<file path="src/rtl/fast_cmd_decoder.sv">
// FAST_CMD word aligner and decoder: finds the command boundary on IDLE,
// emits IDLE/L0L1/BCR strobes and keeps the bunch-crossing counter.
module fast_cmd_decoder #(
    parameter logic [7:0] IDLE_PAT   = 8'b10101100,
    parameter logic [7:0] L0L1_PAT   = 8'b10110010,
    parameter logic [7:0] BCR_PAT    = 8'b10011001,
    parameter int         LOCK_CNT   = 16,
    parameter int         UNLOCK_CNT = 4,
    parameter int         BC_MAX     = 3563
) (
    input  logic        clk40,
    input  logic        rst,
    input  logic [7:0]  din,
    output logic        locked,
    output logic [2:0]  align,
    output logic        idle_o,
    output logic        l0l1_o,
    output logic        bcr_o,
    output logic [11:0] bcid,
    output logic        bcr_mismatch,
    output logic [7:0]  err_cnt
);

    typedef enum logic [1:0] {
        SEARCH,
        VERIFY,
        LOCKED
    } state_t;

    state_t      state;
    logic [7:0]  d1;
    logic [7:0]  d2;
    logic [15:0] window;
    logic [3:0]  sh;
    logic [7:0]  w;
    logic        is_idle;
    logic        is_l0l1;
    logic        is_bcr;
    logic        valid;
    logic [7:0]  cnt;
    logic [7:0]  run;
    logic        bcr_seen;
    logic [11:0] bcid_next;

    assign window    = {d2, d1};
    // align=0 selects d2; each step moves one bit later into d1
    assign sh        = 4'd8 - {1'b0, align};
    assign w         = window[sh +: 8];
    assign is_idle   = (w == IDLE_PAT);
    assign is_l0l1   = (w == L0L1_PAT);
    assign is_bcr    = (w == BCR_PAT);
    assign valid     = is_idle | is_l0l1 | is_bcr;
    assign bcid_next = (bcid == 12'(BC_MAX)) ? 12'd0 : bcid + 12'd1;

    always_ff @(posedge clk40) begin
        if (rst) begin
            state        <= SEARCH;
            d1           <= 8'd0;
            d2           <= 8'd0;
            locked       <= 1'b0;
            align        <= 3'd0;
            idle_o       <= 1'b0;
            l0l1_o       <= 1'b0;
            bcr_o        <= 1'b0;
            bcid         <= 12'd0;
            bcr_mismatch <= 1'b0;
            err_cnt      <= 8'd0;
            cnt          <= 8'd0;
            run          <= 8'd0;
            bcr_seen     <= 1'b0;
        end else begin
            d1     <= din;
            d2     <= d1;
            idle_o <= 1'b0;
            l0l1_o <= 1'b0;
            bcr_o  <= 1'b0;
            unique case (state)
                SEARCH: begin
                    bcid <= 12'd0;
                    if (is_idle) begin
                        if (LOCK_CNT == 1) begin
                            state    <= LOCKED;
                            locked   <= 1'b1;
                            cnt      <= 8'd0;
                            run      <= 8'd0;
                            bcr_seen <= 1'b0;
                        end else begin
                            state <= VERIFY;
                            cnt   <= 8'd1;
                        end
                    end else begin
                        align <= align + 3'd1;
                    end
                end
                VERIFY: begin
                    bcid <= 12'd0;
                    if (valid) begin
                        if (cnt == 8'(LOCK_CNT - 1)) begin
                            state    <= LOCKED;
                            locked   <= 1'b1;
                            cnt      <= 8'd0;
                            run      <= 8'd0;
                            bcr_seen <= 1'b0;
                        end else begin
                            cnt <= cnt + 8'd1;
                        end
                    end else begin
                        state <= SEARCH;
                        align <= align + 3'd1;
                        cnt   <= 8'd0;
                    end
                end
                LOCKED: begin
                    if (valid) begin
                        run    <= 8'd0;
                        idle_o <= is_idle;
                        l0l1_o <= is_l0l1;
                        bcr_o  <= is_bcr;
                        if (is_bcr) begin
                            bcid     <= 12'd0;
                            bcr_seen <= 1'b1;
                            // first BCR after lock defines the phase
                            if (bcr_seen && bcid_next != 12'd0)
                                bcr_mismatch <= 1'b1;
                        end else begin
                            bcid <= bcid_next;
                        end
                    end else begin
                        if (err_cnt != 8'hFF)
                            err_cnt <= err_cnt + 8'd1;
                        if (run == 8'(UNLOCK_CNT - 1)) begin
                            state  <= SEARCH;
                            locked <= 1'b0;
                            run    <= 8'd0;
                            bcid   <= 12'd0;
                        end else begin
                            run  <= run + 8'd1;
                            bcid <= bcid_next;
                        end
                    end
                end
                default: begin
                    state <= SEARCH;
                end
            endcase
        end
    end

endmodule

</file>
<file path="config.mk">
export PLATFORM = sky130hd
export DESIGN_NAME = fast_cmd_decoder
export DESIGN_NICKNAME = d
export VERILOG_FILES = /design/src/rtl/fast_cmd_decoder.sv
export SDC_FILE = /design/constraint.sdc
export NUM_CORES = 1
export LEC_CHECK = 0
export CORE_UTILIZATION = 40
export CTS_CLUSTER_DIAMETER = 80
export CTS_CLUSTER_SIZE = 8
export DETAILED_ROUTE_END_ITERATION = 16
export MAX_ROUTING_LAYER = met4
export SLEW_MARGIN = 40
export SYNTH_ARGS = -nofsm -noshare
export SYNTH_HDL_FRONTEND = slang
export SYNTH_SLANG_ARGS = --single-unit
</file>
<file path="constraint.sdc">
create_clock -name clk40 -period 6.79 [get_ports clk40]
set_clock_uncertainty 0.2 [all_clocks]
set_input_delay 0.679 -clock clk40 [delete_from_list [all_inputs] [get_ports clk40]]
set_output_delay 0.679 -clock clk40 [all_outputs]
set_load 0.1 [all_outputs]
</file>
==> qor.csv <==
stage,metric,value,unit
status,status,"finished, final reports clean",
die,Initial Utilization,41.8,%
worst_setup_path,kind of critical path,reg -> reg,
global_routing,GRT Overall Usage,20.0,%
yosys,Yosys cell types,76,
pwr,VDD IR-drop max,0.0000986,V
cells_and_area,fillers,921,
cells_and_area,most frequent cells in the layout,"dfxtp_1 (62), nor2_1 (34), nand3_1 (31), nand2_1 (31), buf_2 (28)",
placed_design,Detail Placement HPWL,6490,um
timing,crit path time final,4.53,ns
cells_and_area,"commonest non-fill, non-tap cell in the layout",dfxtp_1,
worst_setup_path,critical path endpoint category,flop,
yosys,Post-Syn Instances,443,
route,DRT Wirelength,9380,um
worst_setup_path,reg-to-reg endpoint,bcid[6],
worst_setup_path,CP Data Required Time,6.85,ns
worst_setup_path,reg-to-reg startpoint,align[0],
timing,period utilization,66.7,%
cells_and_area,design area,4370,um2
die,cell row count,35,
pwr,Pleak,1.63,nW
timing,final slew viol count,0,
cells_and_area,multi-input logic area,2430,um2
worst_setup_path,"Data arrival, critical path",4.59,ns
timing,slew at the pin with the worst max-slew slack,0.681,ns
route,via count,3430,
yosys,synth warn,0,
cells_and_area,Storage cell area,1260,um2
clock_network,CTS Sinks,63,
clock_network,CTS buffer count,9,
cells_and_area,Area Overhead vs Synth,12.0,%
timing,final setup fails,0,
global_routing,first-pass GRT wire length,15400,um
placed_design,Cells after DPL,587,
cells_and_area,n_diodes,0,
cells_and_area,Final nets,485,
route,first-pass iteration count of the detailed router,5,
timing,Fin Setup TNS,0,ns
worst_setup_path,R2R depth,11,
worst_setup_path,CP Launch Type,flop,
clock_network,clk slew on worst S/H paths,0.07,ns
die,# IOs,38,
placed_design,GPL Wtd Cong,0.909,
route,Via density,5.69,
clock_network,worst skew pair latency,0.34,ns
placed_design,DP Area,4150,um2
clock_network,CTS Hold Bufs,0,
timing,final setup margin,2.26,ns
die,die area,10100,um2
global_routing,vias in the first global route,3142,
die,die width,101,um
global_routing,initial antenna violation count,0,
clock_network,post-CTS setup buffers,0,
die,DIE HEIGHT,101,um
yosys,"Seq/Total Area, Yosys",32.3,%
placed_design,IO buf count,37,
route,Wirelength per Cell,15.6,um
worst_setup_path,worst-path maximum fanout,30,
pwr,ratio of total power to cell area,207,nW/um2
yosys,"Top FF cell, synth",dfxtp_1,
yosys,syn nets,459,
yosys,Post-synth EDFFs,0,
yosys,Yosys reg bits,63,
timing,Max Freq,221,MHz
pwr,Final Total Pwr,0.903,mW
global_routing,Overflow after GRT,0,
route,DRT iter0 DRCs,188,
clock_network,CTS tree,done,
min_path,hold path startpoint,cnt[7],
die,core box area,9330,um2
min_path,Worst Hold End,cnt[7],
global_routing,largest net degree at the start of global routing,45,
clock_network,buffer depth of the longest clock path,2,
cells_and_area,fin cells,603,
placed_design,"worst slack, placed",1.98,ns
worst_setup_path,r2r setup slk,2.26,ns
clock_network,cts repair resizes,0,
min_path,Hold WC Path Type,reg -> reg,
yosys,syn avg cell area,8.80,um2
timing,RSZ-0062 raised after global routing,no,
timing,Slew HR,54.5,%
route,Post-DRT Antenna Nets,0,
min_path,Hold Path Depth,2,
job,max cap viols,0,
yosys,asr flop ratio synth,0,%
route,# DRC,0,
clock_network,Root Buffer,clkbuf_8,
clock_network,H-tree depth,3,
timing,final hold vios,0,
yosys,Mapped Area,3900,um2
cells_and_area,share of layout cells above drive strength 1,17.9,%
-- synthesized netlist by cell type, types with 3 or more instances --
| cell type | count | area [um2] |
|---|---|---|
| buf_4 | 4 | 30.0 |
| dfxtp_1 | 63 | 1260 |
| nand3b_1 | 4 | 30.0 |
| a21oi_1 | 19 | 95.1 |
| a41oi_1 | 3 | 26.3 |
| a31oi_1 | 10 | 62.6 |
| o21ai_0 | 8 | 40.0 |
| ha_1 | 6 | 75.1 |
| buf_2 | 3 | 15.0 |
| mux4_2 | 7 | 158 |
| or2_2 | 4 | 25.0 |
| nand3_1 | 31 | 155 |
| mux2i_1 | 14 | 140 |
| a21o_1 | 3 | 22.5 |
| nor2b_1 | 23 | 144 |
| buf_1 | 3 | 11.3 |
| nor2_1 | 34 | 128 |
| o211ai_1 | 7 | 52.6 |
| nor4b_1 | 3 | 26.3 |
| or3_1 | 5 | 31.3 |
| inv_1 | 12 | 45.0 |
| and3_1 | 13 | 81.3 |
| o21ai_1 | 3 | 15.0 |
| and2_1 | 7 | 43.8 |
| nand2_1 | 31 | 116 |
| clkbuf_1 | 8 | 30.0 |
| buf_6 | 5 | 56.3 |
| xor2_1 | 10 | 87.6 |
| nor3_1 | 15 | 75.1 |
| nand2b_1 | 11 | 68.8 |
| xnor2_1 | 7 | 61.3 |
| mux2_2 | 7 | 78.8 |
| nor4_1 | 3 | 18.8 |
| a22o_1 | 5 | 43.8 |
| nand4_1 | 5 | 31.3 |
-- worst max-delay path, cell delays in order (launching register included) --
cell	delay [ns]
dfxtp_2	0.62
inv_2	0.19
ha_2	0.81
mux2_2	0.43
a32oi_1	0.22
and3_1	0.24
o211ai_1	0.11
nor3_1	0.40
nand2_2	0.23
a311oi_4	0.69
a21oi_1	0.14
a31oi_1	0.16
-- power by group --
group	internal [mW]	leakage (nW)	switching (mW)
clock network	0.200	0.109	0.152
logic	0.0657	1.01	0.0951
registers	0.376	0.512	0.0144
-- per-stage QoR --
| step | util, % | hold slack [ns] |
|---|---|---|
| after CTS | 46.8 | 0.275 |
| final | 46.8 | 0.272 |
| after global routing | 46.8 | 0.292 |
| after detailed placement | 44.5 | 0.265 |
| after global placement | 46.0 | 0.262 |
| after floorplan | - | 0.237 |
-- cell type report --
cell class	instances	area share (%)
well taps	129	3.69
inverters	13	1.12
multi-input cells	343	55.7
clock buffers	12	3.78
repair buffers	39	5.61
flip-flops and latches	63	28.9
clock inverters	4	1.17
-- cell families after synthesis --
kind of cell | Yosys count | share of synthesized area [%]
AO/OA/AOI/OAI | 90 | 18.3
multiplexers | 30 | 10.7
buffers and inverters | 37 | 5.29
AND/OR/NAND/NOR | 200 | 27.6
XOR/XNOR | 17 | 3.82
flip-flops | 63 | 32.3
adder cells (fa/ha/maj) | 6 | 1.92
-- metal layers --
| layer | vias up | global-route usage (%) | wire length (um) |
|---|---|---|---|
| li1 | 1672 | - | - |
| met2 | 109 | 32.1 | 4480 |
| met1 | 1626 | 25.0 | 4260 |
| met5 | - | - | 0 |
| met4 | 0 | 8.14 | 185 |
| met3 | 23 | 3.47 | 457 |
-- sequential cells by signal, summed over array words and instances (netlist names) --
signal and cells:
align 3, bcid 12, bcr_mismatch 1, bcr_o 1, bcr_seen 1, cnt 8
d1 8, d2 8, err_cnt 8, idle_o 1, l0l1_o 1, locked 1
run 8, state 2
-- worst max path at each step --
stage / from / depth (start not counted) / endpoint / slack, ns
after floorplan: align[0] / 16 / run[4] / 2.26
after global placement: align[0] / 11 / run[4] / 1.80
after detailed placement: align[0] / 11 / bcid[3] / 1.98
after CTS: align[0] / 11 / bcid[6] / 1.95
after global routing: align[0] / 11 / bcid[3] / 1.97
final: align[0] / 11 / bcid[6] / 2.26
No activity file was read; power rests on OpenSTA's default activity.
